--- src/rtl/fuzzy_pkg.sv ---
// Shared decode constants and state encoding for the fuzzycpu execute stage.
// R-type instructions use opcode 00000 and select the operation by funct.
// I-type instructions reuse the same 5-bit codes as their opcode.
package fuzzy_pkg;

  localparam logic [4:0] OP_RTYPE = 5'b00000;

  localparam logic [4:0] FN_ADD = 5'b10000;
  localparam logic [4:0] FN_SUB = 5'b11000;
  localparam logic [4:0] FN_AND = 5'b01000;
  localparam logic [4:0] FN_OR  = 5'b01100;
  localparam logic [4:0] FN_MUL = 5'b10100;
  localparam logic [4:0] FN_DIV = 5'b11100;

  localparam logic [4:0] OP_IADD = 5'b10000;
  localparam logic [4:0] OP_ISUB = 5'b11000;
  localparam logic [4:0] OP_IAND = 5'b01000;
  localparam logic [4:0] OP_IOR  = 5'b01100;

  localparam logic [4:0] REG_ZERO = 5'd0;
  localparam logic [4:0] REG_HI   = 5'd24;
  localparam logic [4:0] REG_LO   = 5'd25;

  typedef enum logic [2:0] {
    IDLE,
    MUL,
    DIV,
    WB_HI,
    WB_LO
  } state_t;

endpackage

--- src/rtl/iter_muldiv.sv ---
// Iterative unsigned multiplier / restoring divider, one bit per cycle.
// Ports:
//   clk, rst       clock, async active-high reset
//   start          load operands and begin WIDTH iterations
//   is_div         1 = divide, 0 = multiply (sampled with start)
//   a, b           operands (multiplier/dividend, multiplicand/divisor)
//   done           high in the cycle whose closing edge performs the last step
//   hi, lo         result of the current step; final result when done
//                  (mul: product upper/lower half, div: remainder/quotient)
module iter_muldiv #(
  parameter int unsigned WIDTH = 32
) (
  input  logic             clk,
  input  logic             rst,
  input  logic             start,
  input  logic             is_div,
  input  logic [WIDTH-1:0] a,
  input  logic [WIDTH-1:0] b,
  output logic             done,
  output logic [WIDTH-1:0] hi,
  output logic [WIDTH-1:0] lo
);

  localparam int unsigned CW = $clog2(WIDTH + 1);

  logic             busy_q;
  logic             div_q;
  logic [CW-1:0]    cnt_q;
  logic [WIDTH-1:0] acc_hi_q;
  logic [WIDTH-1:0] acc_lo_q;
  logic [WIDTH-1:0] m_q;

  logic [WIDTH:0]   sum;
  logic [WIDTH:0]   rem_shift;
  logic             ge;

  // hi/lo are the step outputs rather than the registers, so the final
  // result is available on the same edge that closes the last iteration.
  // Mul: {acc_hi, acc_lo} shifts right, adding m into acc_hi on lsb=1.
  // Div: acc_hi is the partial remainder, acc_lo shifts quotient bits in.
  always_comb begin
    sum       = {1'b0, acc_hi_q} + (acc_lo_q[0] ? {1'b0, m_q} : '0);
    rem_shift = {acc_hi_q, acc_lo_q[WIDTH-1]};
    ge        = (rem_shift >= {1'b0, m_q});
    if (div_q) begin
      hi = ge ? WIDTH'(rem_shift - {1'b0, m_q}) : rem_shift[WIDTH-1:0];
      lo = {acc_lo_q[WIDTH-2:0], ge};
    end else begin
      hi = sum[WIDTH:1];
      lo = {sum[0], acc_lo_q[WIDTH-1:1]};
    end
  end

  assign done = busy_q && (cnt_q == CW'(WIDTH - 1));

  always_ff @(posedge clk or posedge rst) begin
    if (rst) begin
      busy_q   <= 1'b0;
      div_q    <= 1'b0;
      cnt_q    <= '0;
      acc_hi_q <= '0;
      acc_lo_q <= '0;
      m_q      <= '0;
    end else if (start) begin
      busy_q   <= 1'b1;
      div_q    <= is_div;
      cnt_q    <= '0;
      acc_hi_q <= '0;
      acc_lo_q <= a;
      m_q      <= b;
    end else if (busy_q) begin
      acc_hi_q <= hi;
      acc_lo_q <= lo;
      cnt_q    <= cnt_q + CW'(1);
      if (done) begin
        busy_q <= 1'b0;
      end
    end
  end

endmodule

--- src/rtl/alu_sequencer.sv ---
// Issue-side controller for the fuzzycpu execute stage: decodes one
// instruction at a time, completes add/sub/and/or in one cycle, runs mul/div
// on iter_muldiv and sequences the HI (r24) / LO (r25) writeback beats.
// Ports:
//   clk, rst                       clock, async active-high reset
//   in_valid / in_ready            issue handshake (ready only in IDLE)
//   in_opcode, in_funct, in_rd     decoded instruction fields
//   in_a, in_b, in_imm             operands
//   wb_valid, wb_reg, wb_data      registered register-file write port
//   illegal                        pulse after accepting an undecodable op
//   div_zero                       pulse with the HI beat of a divide by zero
module alu_sequencer
  import fuzzy_pkg::*;
#(
  parameter int unsigned WIDTH = 32,
  parameter int unsigned IMM_W = 16
) (
  input  logic             clk,
  input  logic             rst,
  input  logic             in_valid,
  output logic             in_ready,
  input  logic [4:0]       in_opcode,
  input  logic [4:0]       in_funct,
  input  logic [4:0]       in_rd,
  input  logic [WIDTH-1:0] in_a,
  input  logic [WIDTH-1:0] in_b,
  input  logic [IMM_W-1:0] in_imm,
  output logic             wb_valid,
  output logic [4:0]       wb_reg,
  output logic [WIDTH-1:0] wb_data,
  output logic             illegal,
  output logic             div_zero
);

  state_t           state_q, state_d;
  logic [WIDTH-1:0] simm, zimm;
  logic [WIDTH-1:0] op_res;
  logic             op_single, op_mul, op_div, op_illegal;
  logic             accept, div0, md_start, md_done;
  logic [WIDTH-1:0] md_hi, md_lo;
  logic [WIDTH-1:0] lo_q;

  assign in_ready = (state_q == IDLE);
  assign accept   = in_valid && in_ready;
  assign simm     = WIDTH'($signed(in_imm));
  assign zimm     = WIDTH'(in_imm);

  always_comb begin
    op_res    = '0;
    op_single = 1'b0;
    op_mul    = 1'b0;
    op_div    = 1'b0;
    if (in_opcode == OP_RTYPE) begin
      unique case (in_funct)
        FN_ADD:  begin op_single = 1'b1; op_res = in_a + in_b; end
        FN_SUB:  begin op_single = 1'b1; op_res = in_a - in_b; end
        FN_AND:  begin op_single = 1'b1; op_res = in_a & in_b; end
        FN_OR:   begin op_single = 1'b1; op_res = in_a | in_b; end
        FN_MUL:  op_mul = 1'b1;
        FN_DIV:  op_div = 1'b1;
        default: ;
      endcase
    end else begin
      unique case (in_opcode)
        OP_IADD: begin op_single = 1'b1; op_res = in_a + simm; end
        OP_ISUB: begin op_single = 1'b1; op_res = in_a - simm; end
        OP_IAND: begin op_single = 1'b1; op_res = in_a & zimm; end
        OP_IOR:  begin op_single = 1'b1; op_res = in_a | zimm; end
        default: ;
      endcase
    end
    op_illegal = !(op_single || op_mul || op_div);
  end

  assign div0     = op_div && (in_b == '0);
  assign md_start = accept && (op_mul || (op_div && !div0));

  iter_muldiv #(
    .WIDTH (WIDTH)
  ) u_muldiv (
    .clk    (clk),
    .rst    (rst),
    .start  (md_start),
    .is_div (op_div),
    .a      (in_a),
    .b      (in_b),
    .done   (md_done),
    .hi     (md_hi),
    .lo     (md_lo)
  );

  always_comb begin
    state_d = state_q;
    unique case (state_q)
      IDLE: begin
        if (accept && op_mul) begin
          state_d = MUL;
        end else if (accept && op_div) begin
          state_d = div0 ? WB_HI : DIV;
        end
      end
      MUL, DIV: if (md_done) state_d = WB_HI;
      WB_HI:    state_d = WB_LO;
      WB_LO:    state_d = IDLE;
      default:  state_d = IDLE;
    endcase
  end

  always_ff @(posedge clk or posedge rst) begin
    if (rst) begin
      state_q <= IDLE;
    end else begin
      state_q <= state_d;
    end
  end

  // Writeback register. The LO beat is parked in lo_q while HI is written.
  always_ff @(posedge clk or posedge rst) begin
    if (rst) begin
      wb_valid <= 1'b0;
      wb_reg   <= '0;
      wb_data  <= '0;
      illegal  <= 1'b0;
      div_zero <= 1'b0;
      lo_q     <= '0;
    end else begin
      wb_valid <= 1'b0;
      illegal  <= 1'b0;
      div_zero <= 1'b0;
      unique case (state_q)
        IDLE: begin
          if (accept) begin
            if (op_single) begin
              wb_valid <= (in_rd != REG_ZERO);
              wb_reg   <= in_rd;
              wb_data  <= op_res;
            end else if (op_illegal) begin
              illegal  <= 1'b1;
            end else if (div0) begin
              wb_valid <= 1'b1;
              wb_reg   <= REG_HI;
              wb_data  <= in_a;
              div_zero <= 1'b1;
              lo_q     <= '1;
            end
          end
        end
        MUL, DIV: begin
          if (md_done) begin
            wb_valid <= 1'b1;
            wb_reg   <= REG_HI;
            wb_data  <= md_hi;
            lo_q     <= md_lo;
          end
        end
        WB_HI: begin
          wb_valid <= 1'b1;
          wb_reg   <= REG_LO;
          wb_data  <= lo_q;
        end
        default: ;
      endcase
    end
  end

endmodule

--- config.mk ---
export PLATFORM = sky130hd
export DESIGN_NAME = alu_sequencer
export DESIGN_NICKNAME = d
export VERILOG_FILES = /design/src/rtl/fuzzy_pkg.sv /design/src/rtl/iter_muldiv.sv /design/src/rtl/alu_sequencer.sv
export SDC_FILE = /design/constraint.sdc
export NUM_CORES = 1
export LEC_CHECK = 0
export BUFFER_PORTS_ARGS = -buffer_cell sky130_fd_sc_hd__clkbuf_2
export CAP_MARGIN = 20
export CORE_ASPECT_RATIO = 0.7
export CORE_MARGIN = 2
export CORE_UTILIZATION = 50
export CTS_CLUSTER_SIZE = 24
export DETAILED_ROUTE_END_ITERATION = 12
export PLACE_DENSITY_LB_ADDON = 0.12
export SLEW_MARGIN = 5
export SYNTH_ARGS = -nofsm -noshare
export SYNTH_HDL_FRONTEND = slang
export SYNTH_SLANG_ARGS = --single-unit
export TNS_END_PERCENT = 1
--- constraint.sdc ---
create_clock -name clk -period 12.4 [get_ports clk]
set_input_delay 3.72 -clock clk [delete_from_list [all_inputs] [get_ports clk]]
set_output_delay 3.72 -clock clk [all_outputs]
set_load 0.01 [all_outputs]
# After elaboration in Yosys (flattened, before gate mapping)
# Cells that the tools add are included.
# word_totals
ff_bits	179
input_bits	98
output_inout_bits	41
# classes
add_sub_neg	7
n_mux	59
n_eq_ne	22
order_cmp	1
reduce_logical	24
bitwise_logic	4
# ops
cell	count
2-to-1 mux 32 bit	19
one-hot mux 32 bit (4 select lines)	2
one-hot mux 32 bit (3 select lines)	1
subtractor 32 bit	3
adder 32 bit	2
one-hot mux 32 bit (2 select lines)	1
adder 32 x 32 -> 33 bit	1
greater-or-equal comparator 33 x 32 -> 1 bit	1
bitwise AND 32 x 16 -> 32 bit	1
bitwise AND 32 bit	1
zero test 32 bit	1
OR 32 x 16 -> 32 bit	1
OR 32 bit	1
== test 5 bit (second input constant)	6
2-to-1 mux 5 bit	5
2-to-1 mux 1 bit	23
== test 5 x 4 -> 1 bit (second input constant)	4
one-hot mux 5 bit (3 select lines)	1
2-to-1 mux 6 bit	2
2-to-1 mux 3 bit	3
!= test 3 x 1 -> 1 bit (second input constant)	3
one-hot mux 3 bit (3 select lines)	1
OR reduction 4 bit	2
logical AND 1 bit	7
18 further kinds	25

# Longest topological paths before layout
# Gate-level depths: netlist (run 1).
# depth
word_depth	10
depth_mapped	19

# Hierarchy
# A second synthesis (run 1) with hierarchy kept.
# hier_totals
hier_cells	2372
hier_area_um2	18696.7
# modules_own_cells
mod	area_per_inst_um2	cells_per_inst	n_inst	seq_area_each_um2
iter_muldiv	9562.9	1206	1	2602.5
alu_sequencer	9133.8	1166	1	1876.8

# Least setup slack after synthesis (run 1)
# OpenSTA, ideal clock, no wires.
# synth_timing
path_type	input-to-reg
startpoint	in in_funct[2]
endpoint	reg wb_data[31]
path_stages	18
t_required_ns	12.259
setup_slack_ns	4.701
t_arrival_ns	7.559
setup_time_ns	0.141
path_cell_list	clkbuf_1 nor4b_1 and2_1 clkbuf_1 clkbuf_1 nor2_1 xnor2_1 ha_1 o21a_1 o21ai_0 a21oi_1 o31a_1 o211ai_1 nand2_1 mux2i_1 or4_1 o32ai_1 a31oi_1
# synth_between
elab_chain_cells	8
# synth_rtl
element	line	rtl
start: declaration	alu_sequencer.sv:23	input logic [4:0] in_funct,
== test 5 x 4 -> 1 bit / == test 5 bit (equally long branches)	alu_sequencer.sv:54	unique case (in_funct)
OR reduction 4 bit (no line)	--	
2-to-1 mux 1 bit	alu_sequencer.sv:54	
2-to-1 mux 1 bit	alu_sequencer.sv:53	if (in_opcode == OP_RTYPE) begin
logical OR 1 bit (2 in series)	alu_sequencer.sv:72	op_illegal = !(op_single || op_mul || op_div);
!= test 3 x 1 -> 1 bit (no line)	--	
AND reduction 5 bit (no line)	--	
end signal: assignment	alu_sequencer.sv:136	wb_data <= op_res;
end signal: assignment	alu_sequencer.sv:142	wb_data <= in_a;
end signal: assignment	alu_sequencer.sv:152	wb_data <= md_hi;
end: declaration	alu_sequencer.sv:30	output logic [WIDTH-1:0] wb_data,
# Several ways; a longest one is shown, not always the timed one. The select of a mux whose other input is x is not followed.
# A chain may end at the register's enable or synchronous reset.

# Worst setup path in the final report (run 1)
# layout_timing
startpoint	in in_opcode[2]
endpoint	reg wb_data[29]
# layout_between
elab_chain_cells	8
# layout_rtl
element	line	rtl
start: declaration	alu_sequencer.sv:22	input logic [4:0] in_opcode,
== test 5 x 4 -> 1 bit / == test 5 bit (equally long branches)	alu_sequencer.sv:64	unique case (in_opcode)
OR reduction 4 bit (no line)	--	
2-to-1 mux 1 bit	alu_sequencer.sv:64	
2-to-1 mux 1 bit	alu_sequencer.sv:53	
logical OR 1 bit (2 in series)	alu_sequencer.sv:72	
!= test 3 x 1 -> 1 bit (no line)	--	
AND reduction 5 bit (no line)	--	
# Several ways; a longest one is shown, not always the timed one. The select of a mux whose other input is x is not followed.

==> flow_summary.json, run 1 <==
{
  "first_pass_iters": 8,
  "skew_ns": 0.0121,
  "seqCellArea_um2": 4480,
  "grt_pass1_wl_um": 105000,
  "synth.distinct_cells": 92,
  "clock_latency_ns": 0.45,
  "yosys_warnings": 0,
  "die_w_um": 234,
  "grt_overflow": 0,
  "arrival_ns": 9.08,
  "period_share": 0.706,
  "synth_nets": 2618,
  "cts_root_buf": "clkbuf_16",
  "syn_to_final_growth_pct": 8.42,
  "fmax_mhz": 114,
  "seq_power_share": 0.224,
  "grt_util_all_layers": 0.360,
  "postCtsSetupRepairBufs": 0,
  "synth_edf_count": 0,
  "cap_violations": 0,
  "hpwl_um": 54000,
  "mostFrequentLayoutCell": "a21oi_1",
  "gp_congestion": 1.02,
  "drive_gt1_frac": 0.103,
  "clkSinkCount": 179,
  "outcome": "finished clean",
  "io_buffers": 138,
  "cts_hold_buffers": 0,
  "initial_utilization": 0.510,
  "synth-async-reset-ratio": 1.00,
  "worstSetupStartpointType": "input port",
  "yosys_most_used_dff": "dfrtp_1",
  "diodes": 0,
  "hold-worst-slack_ns": 0.486,
  "critical_path_class": "in -> reg",
  "post_cts_resized": 0,
  "synth_top_family_by_area": "compound AO/OA/AOI/OAI gates",
  "hold_viol_final": 0,
  "switching_share": 0.515,
  "avgRoutedWirePerCell_um": 24.0,
  "reg2reg_to": "wb_data[28]$_DFFE_PP0P_",
  "cp.required_ns": 12.73,
  "pwr_density_cell_nw_per_um2": 229,
  "synth_xor_area_frac": 0.0711,
  "mostFrequentLayoutCells": "a21oi_1, nor2_1, nand2_1",
  "end_kind": "register",
  "dr_total_vias": 19400,
  "internal_power_mw": 2.22,
  "nFillCells": 3490,
  "critical_path.endpoint": "wb_data[29]$_DFFE_PP0P_",
  "worstPathMaxFanout": 20,
  "slew_violations": 0,
  "pwr-share-clk": 0.117,
  "min_period_ns": 8.75,
  "min_path_type": "reg -> reg",
  "io_pins": 139,
  "ys_ff_latch": 179,
  "combPwrFrac": 0.659,
  "fp.coreArea_um2": 36100,
  "vdd_drop_max_uv": 138,
  "r2r-start": "u_muldiv.acc_lo_q[31]$_DFFE_PP0P_",
  "via_per_inst": 6.66,
  "routed_wl_um": 69900,
  "ant_nets": 0,
  "multi_input_area_um2": 13200,
  "fp.dieArea_um2": 38500,
  "synth-simple-area-share": 0.198,
  "rr_worst_depth": 14,
  "first_global_vias": 17700,
  "drc_errors": 0,
  "leakage_nw": 8.69,
  "synth_compound_area_frac": 0.293,
  "crit_path_start": "in_opcode[2]",
  "drt_iter0_markers": 2235,
  "grt_start_max_net_pins": 120,
  "final_nets": 2659,
  "rrSetupSlack_ns": 7.58,
  "synthMuxAreaShare": 0.0326,
  "synth_area_per_cell_um2": 7.75,
  "yosys.area_share.adder": 0.119,
  "finalSetupViolCount": 0,
  "p_switching_mw": 2.36,
  "relSlewSlack": 0.265,
  "seq_area_frac_synth": 0.243,
  "clkTransAtPathRegs_ns": 0.07,
  "synthesis.area_um2": 18400,
  "clk_path_buf_depth": 2,
  "htreeDepth": 4,
  "cts_tree": "yes",
  "die_h_um": 165,
  "postSynthCellCount": 2382,
  "rows": 58,
  "tns_ns": 0,
  "rsz0062_at_grt": "false",
  "tightest_slew_ns": 1.09,
  "antenna_found_initial": 1,
  "cts_made_buffers": 17
}
worst min-delay path by stage:
| stage | startpoint | to | slack (ns) | depth (start not counted) |
|---|---|---|---|---|
| finish | wb_reg[1]$_DFFE_PP0P_ | wb_reg[1]$_DFFE_PP0P_ | 0.49 | 2 |
| global placement | wb_reg[1]$_DFFE_PP0P_ | wb_reg[1]$_DFFE_PP0P_ | 0.45 | 2 |
| detailed placement | wb_reg[1]$_DFFE_PP0P_ | wb_reg[1]$_DFFE_PP0P_ | 0.47 | 2 |
| floorplan | u_muldiv.m_q[1]$_DFFE_PP0P_ | u_muldiv.m_q[1]$_DFFE_PP0P_ | 0.47 | 2 |
| global route | wb_reg[0]$_DFFE_PP0P_ | wb_reg[0]$_DFFE_PP0P_ | 0.53 | 2 |
| CTS | wb_reg[3]$_DFFE_PP0P_ | wb_reg[3]$_DFFE_PP0P_ | 0.49 | 2 |
cells by family after synthesis:
logic type	Yosys count
AO/OA/AOI/OAI	847
AND/OR/NAND/NOR	758
buffers and inverters	209
adder cells (fa/ha/maj)	181
flip-flops	179
XOR/XNOR	149
multiplexers	59
stage by stage:
stage | cell area [µm²] | utilization | worst slack [ns] | power, mW | std cells
after global routing | 20000 | 0.553 | 3.22 | 4.90 | 2915
final | 20000 | 0.553 | 3.65 | 4.58 | 2915
after global placement | 19400 | 0.537 | 3.58 | 3.91 | 2883
after floorplan | 18400 | - | 3.82 | 3.09 | 2382
after detailed placement | 19400 | 0.537 | 3.42 | 3.96 | 2883
after CTS | 20000 | 0.553 | 3.89 | 4.52 | 2914
synth_stat cells (23+ instances only):
cell type	count	area, µm²
nor3_1	46	230
dfrtp_1	179	4480
nand4_1	33	206
o21a_1	25	188
nand2_1	217	815
a21oi_1	247	1240
a211oi_1	30	225
nor2_1	225	845
xor2_1	58	508
clkbuf_1	122	458
o211ai_1	23	173
and2_1	49	307
a21o_1	64	480
inv_1	66	248
o21ai_0	199	996
xnor2_1	90	788
ha_1	134	1680
nand2b_1	24	150
nand3_1	50	250
maj3_1	43	430
a31oi_1	65	407
mux2i_1	51	510
a22oi_1	24	180
worst max-delay path, stage by stage:
cell      delay [ns]
clkbuf_2        0.28
nor3_1          0.48
and2_1          0.81
nand2_1         0.48
o41ai_1         0.20
xor2_1          0.12
ha_1            0.43
o21a_1          0.22
a21oi_1         0.10
a211oi_1        0.50
nor4_1          0.11
a41oi_1         0.31
nand3_1         0.27
o21ai_1         0.29
a311oi_1        0.13
o31a_1          0.30
o32a_1          0.34
power by group through the flow:
stage	Clock, mW	Sequential, mW	Combinational, mW
after global routing	0.564	1.05	3.29
after detailed placement	0	1.03	2.94
after CTS	0.539	1.02	2.96
final	0.538	1.03	3.02
after floorplan	0	0.973	2.12
after global placement	0	1.02	2.89
metal layers:
layer  part of all wire  global-route usage  vias up
met5            0.00019                   0        -
met4              0.032               0.122        2
met3              0.090              0.0651      122
met2               0.43               0.536     1000
met1               0.45               0.521     9393
li1                   -                   -     8900
cell type report:
type,count,share of cell area
clock buffer,20,0.0223
multi-input combinational,1994,0.660
inverter,67,0.0129
timing repair buffer,164,0.0453
clock inverter,11,0.00525
tap,480,0.0300
sequential,179,0.224
Note: power is estimated with default switching activity, not from simulation.
==> run 2, diff against run 1 <==
- ABC_AREA: unset -> 1
- clock period: 12.4 -> 7.77 ns (I/O delays scaled with it)
==> flow_summary.json, run 2 <==
{
  "post_cts_resized": 0,
  "setup_ws_ns": 1.02,
  "initial_utilization": 0.512,
  "drc_errors": 0,
  "synthesis.area_um2": 19800,
  "htreeDepth": 4,
  "first_pass_iters": 8,
  "cp.required_ns": 8.10,
  "cap_violations": 0,
  "internal_power_mw": 3.20,
  "yosys_warnings": 0,
  "p_switching_mw": 3.98,
  "seq_power_share": 0.222,
  "tns_ns": 0,
  "period_share": 0.869,
  "hold_viol_final": 0,
  "hold-worst-slack_ns": 0.494,
  "ys_ff_latch": 179,
  "rsz0062_at_grt": "false",
  "combPwrFrac": 0.649,
  "fp.coreArea_um2": 38700,
  "place_area_um2": 21000,
  "slowest_delay_ns": 0.74,
  "finalCoreUtilization": 0.558,
  "leakage_nw": 11.4,
  "fmax_mhz": 148,
  "grt_pass1_wl_um": 130000,
  "clkTransAtPathRegs_ns": 0.08,
  "grt_overflow": 0,
  "cts_hold_buffers": 0,
  "yosys_most_used_dff": "dfrtp_1",
  "design_area_um2": 21600,
  "finalSetupViolCount": 0,
  "skew_ns": 0.00885,
  "final_cell_count_no_fill": 3914,
  "pwr_density_cell_nw_per_um2": 332,
  "synthTopCellsByArea": "dfrtp_1, nand2_1, ha_1",
  "mostFrequentLayoutCell": "nand2_1",
  "slew_violations": 0,
  "synth-async-reset-ratio": 1.00,
  "place_ws_ns": 0.942,
  "min_period_ns": 6.75,
  "tightest_slew_ns": 1.12,
  "antenna_found_initial": 1,
  "seq_area_frac_synth": 0.226,
  "worstPathCellList": "clkbuf_2, inv_1, ha_1, inv_1, nor4_1, nand2_1, nor3_1, nand4_1, o21ai_0, nand2_1, nand2_1, ha_1, nand2_1, nor2_1, inv_1, nor3_1, o21ai_0, nand3_1, nand2_1, nand3_1, nand3_1, a21oi_1, a21oi_1",
  "fin_total_pwr_mw": 7.17,
  "hpwl_um": 70400,
  "synth_common_cells": "nand2_1, inv_1, nor2_1",
  "drt_iter0_markers": 3538,
  "cts_tree": "yes",
  "synth_area_per_cell_um2": 6.04,
  "critical_path_class": "in -> reg",
  "postSynthCellCount": 3283,
  "syn_to_final_growth_pct": 8.92,
  "io_buffers": 138,
  "grt_util_all_layers": 0.411,
  "relSlewSlack": 0.256,
  "fp.dieArea_um2": 41300,
  "clock_latency_ns": 0.45,
  "mostFrequentLayoutCells": "nand2_1, inv_1, nor2_1",
  "cts_root_buf": "clkbuf_16",
  "dp_cells": 3881,
  "vdd_drop_max_uv": 216,
  "min_path_type": "reg -> reg",
  "slowest_stage": "nor3_1",
  "worstSetupStartpointType": "input port",
  "final_nets": 3609,
  "drive_gt1_frac": 0.0732,
  "routed_wl_um": 86600,
  "arrival_ns": 7.08,
  "switching_share": 0.555,
  "synth_top_area_frac": 0.226,
  "synth.distinct_cells": 56,
  "outcome": "finished clean",
  "clkSinkCount": 179,
  "post-synth-top-area-cell": "dfrtp_1",
  "worstPathMaxFanout": 8,
  "end_kind": "register",
  "postCtsSetupRepairBufs": 0,
  "via_per_inst": 6.13,
  "cp_common_cell": "nand2_1",
  "yosysMostFrequentCell": "nand2_1",
  "avgRoutedWirePerCell_um": 22.1,
  "dr_total_vias": 24000,
  "die_h_um": 171,
  "grt_start_max_net_pins": 112,
  "io_pins": 139,
  "synth_nets": 3519,
  "cts_made_buffers": 17,
  "rows": 60,
  "pwr-share-clk": 0.129,
  "gp_congestion": 1.06,
  "ant_nets": 0,
  "synth_edf_count": 0,
  "clk_path_buf_depth": 2,
  "first_global_vias": 21700,
  "die_w_um": 242
}
run 2: changes by cell type after synthesis, moves of 24 or more:
cell,change
nand2b_1,-24
nand3_1,+262
nor2_1,+110
clkbuf_1,-71
a211oi_1,-28
nand2_1,+706
a31oi_1,-32
mux2i_1,-46
inv_1,+377
xnor2_1,-76
maj3_1,-41
and2_1,-47
a21o_1,-50
o221ai_1,+25
run 2: worst max-delay path: cells and delay by family:
family,cells,cell delay [ns]
adder cells (fa/ha/maj),2,0.38
AND/OR/NAND/NOR,13,2.98
AO/OA/AOI/OAI,4,0.94
buffers and inverters,4,0.41
run 2: cell families after synthesis:
family                     share of synthesized area
buffers and inverters                          0.106
muxes                                        0.00252
xor gates and xnor gates                      0.0314
adders and majority gates                     0.0896
AOI/OAI and AO/OA                              0.180
DFF                                            0.226
and+or+nand+nor                                0.365
run 2: final timing paths:
kind,startpoint,to,slack [ns],cells past startpoint
hold reg to reg,wb_reg[4]$_DFFE_PP0P_,wb_reg[4]$_DFFE_PP0P_,0.49,2
setup reg to reg,u_muldiv.m_q[24]$_DFFE_PP0P_,wb_data[24]$_DFFE_PP0P_,3.33,15
hold / removal,wb_reg[4]$_DFFE_PP0P_,wb_reg[4]$_DFFE_PP0P_,0.49,2
max in group asynchronous,rst,lo_q[23]$_DFFE_PP0P_,4.25,3
min in group asynchronous,rst,u_muldiv.acc_hi_q[3]$_DFFE_PP0P_,2.03,2
setup / recovery,in_imm[1],wb_data[21]$_DFFE_PP0P_,1.02,23
run 2: final cells by class:
class,instances,area (µm²)
multi-input cells,2557,13300
inverters,459,1730
flip-flops and latches,179,4480
clock buffers,18,439
well taps,527,659
repair buffers,159,868
diodes,1,2.50
clock inverters,14,166
fillers,4022,17100
run 2: per-layer routing:
metal / up-vias / GRT usage / wire length [µm]
met5: - / 0 / 0
met4: 0 / 0.104 / 2230
met3: 173 / 0.129 / 13100
met2: 1722 / 0.558 / 32400
met1: 11100 / 0.619 / 38900
li1: 11000 / - / -
run 2: power by group through the flow:
stage / Clock (mW) / Combinational, mW / Sequential [mW]
floorplan: 0 / 3.04 / 1.52
global placement: 0 / 4.31 / 1.57
detailed placement: 0 / 4.43 / 1.59
CTS: 0.925 / 4.46 / 1.57
global route: 0.962 / 5.06 / 1.62
finish: 0.927 / 4.66 / 1.59
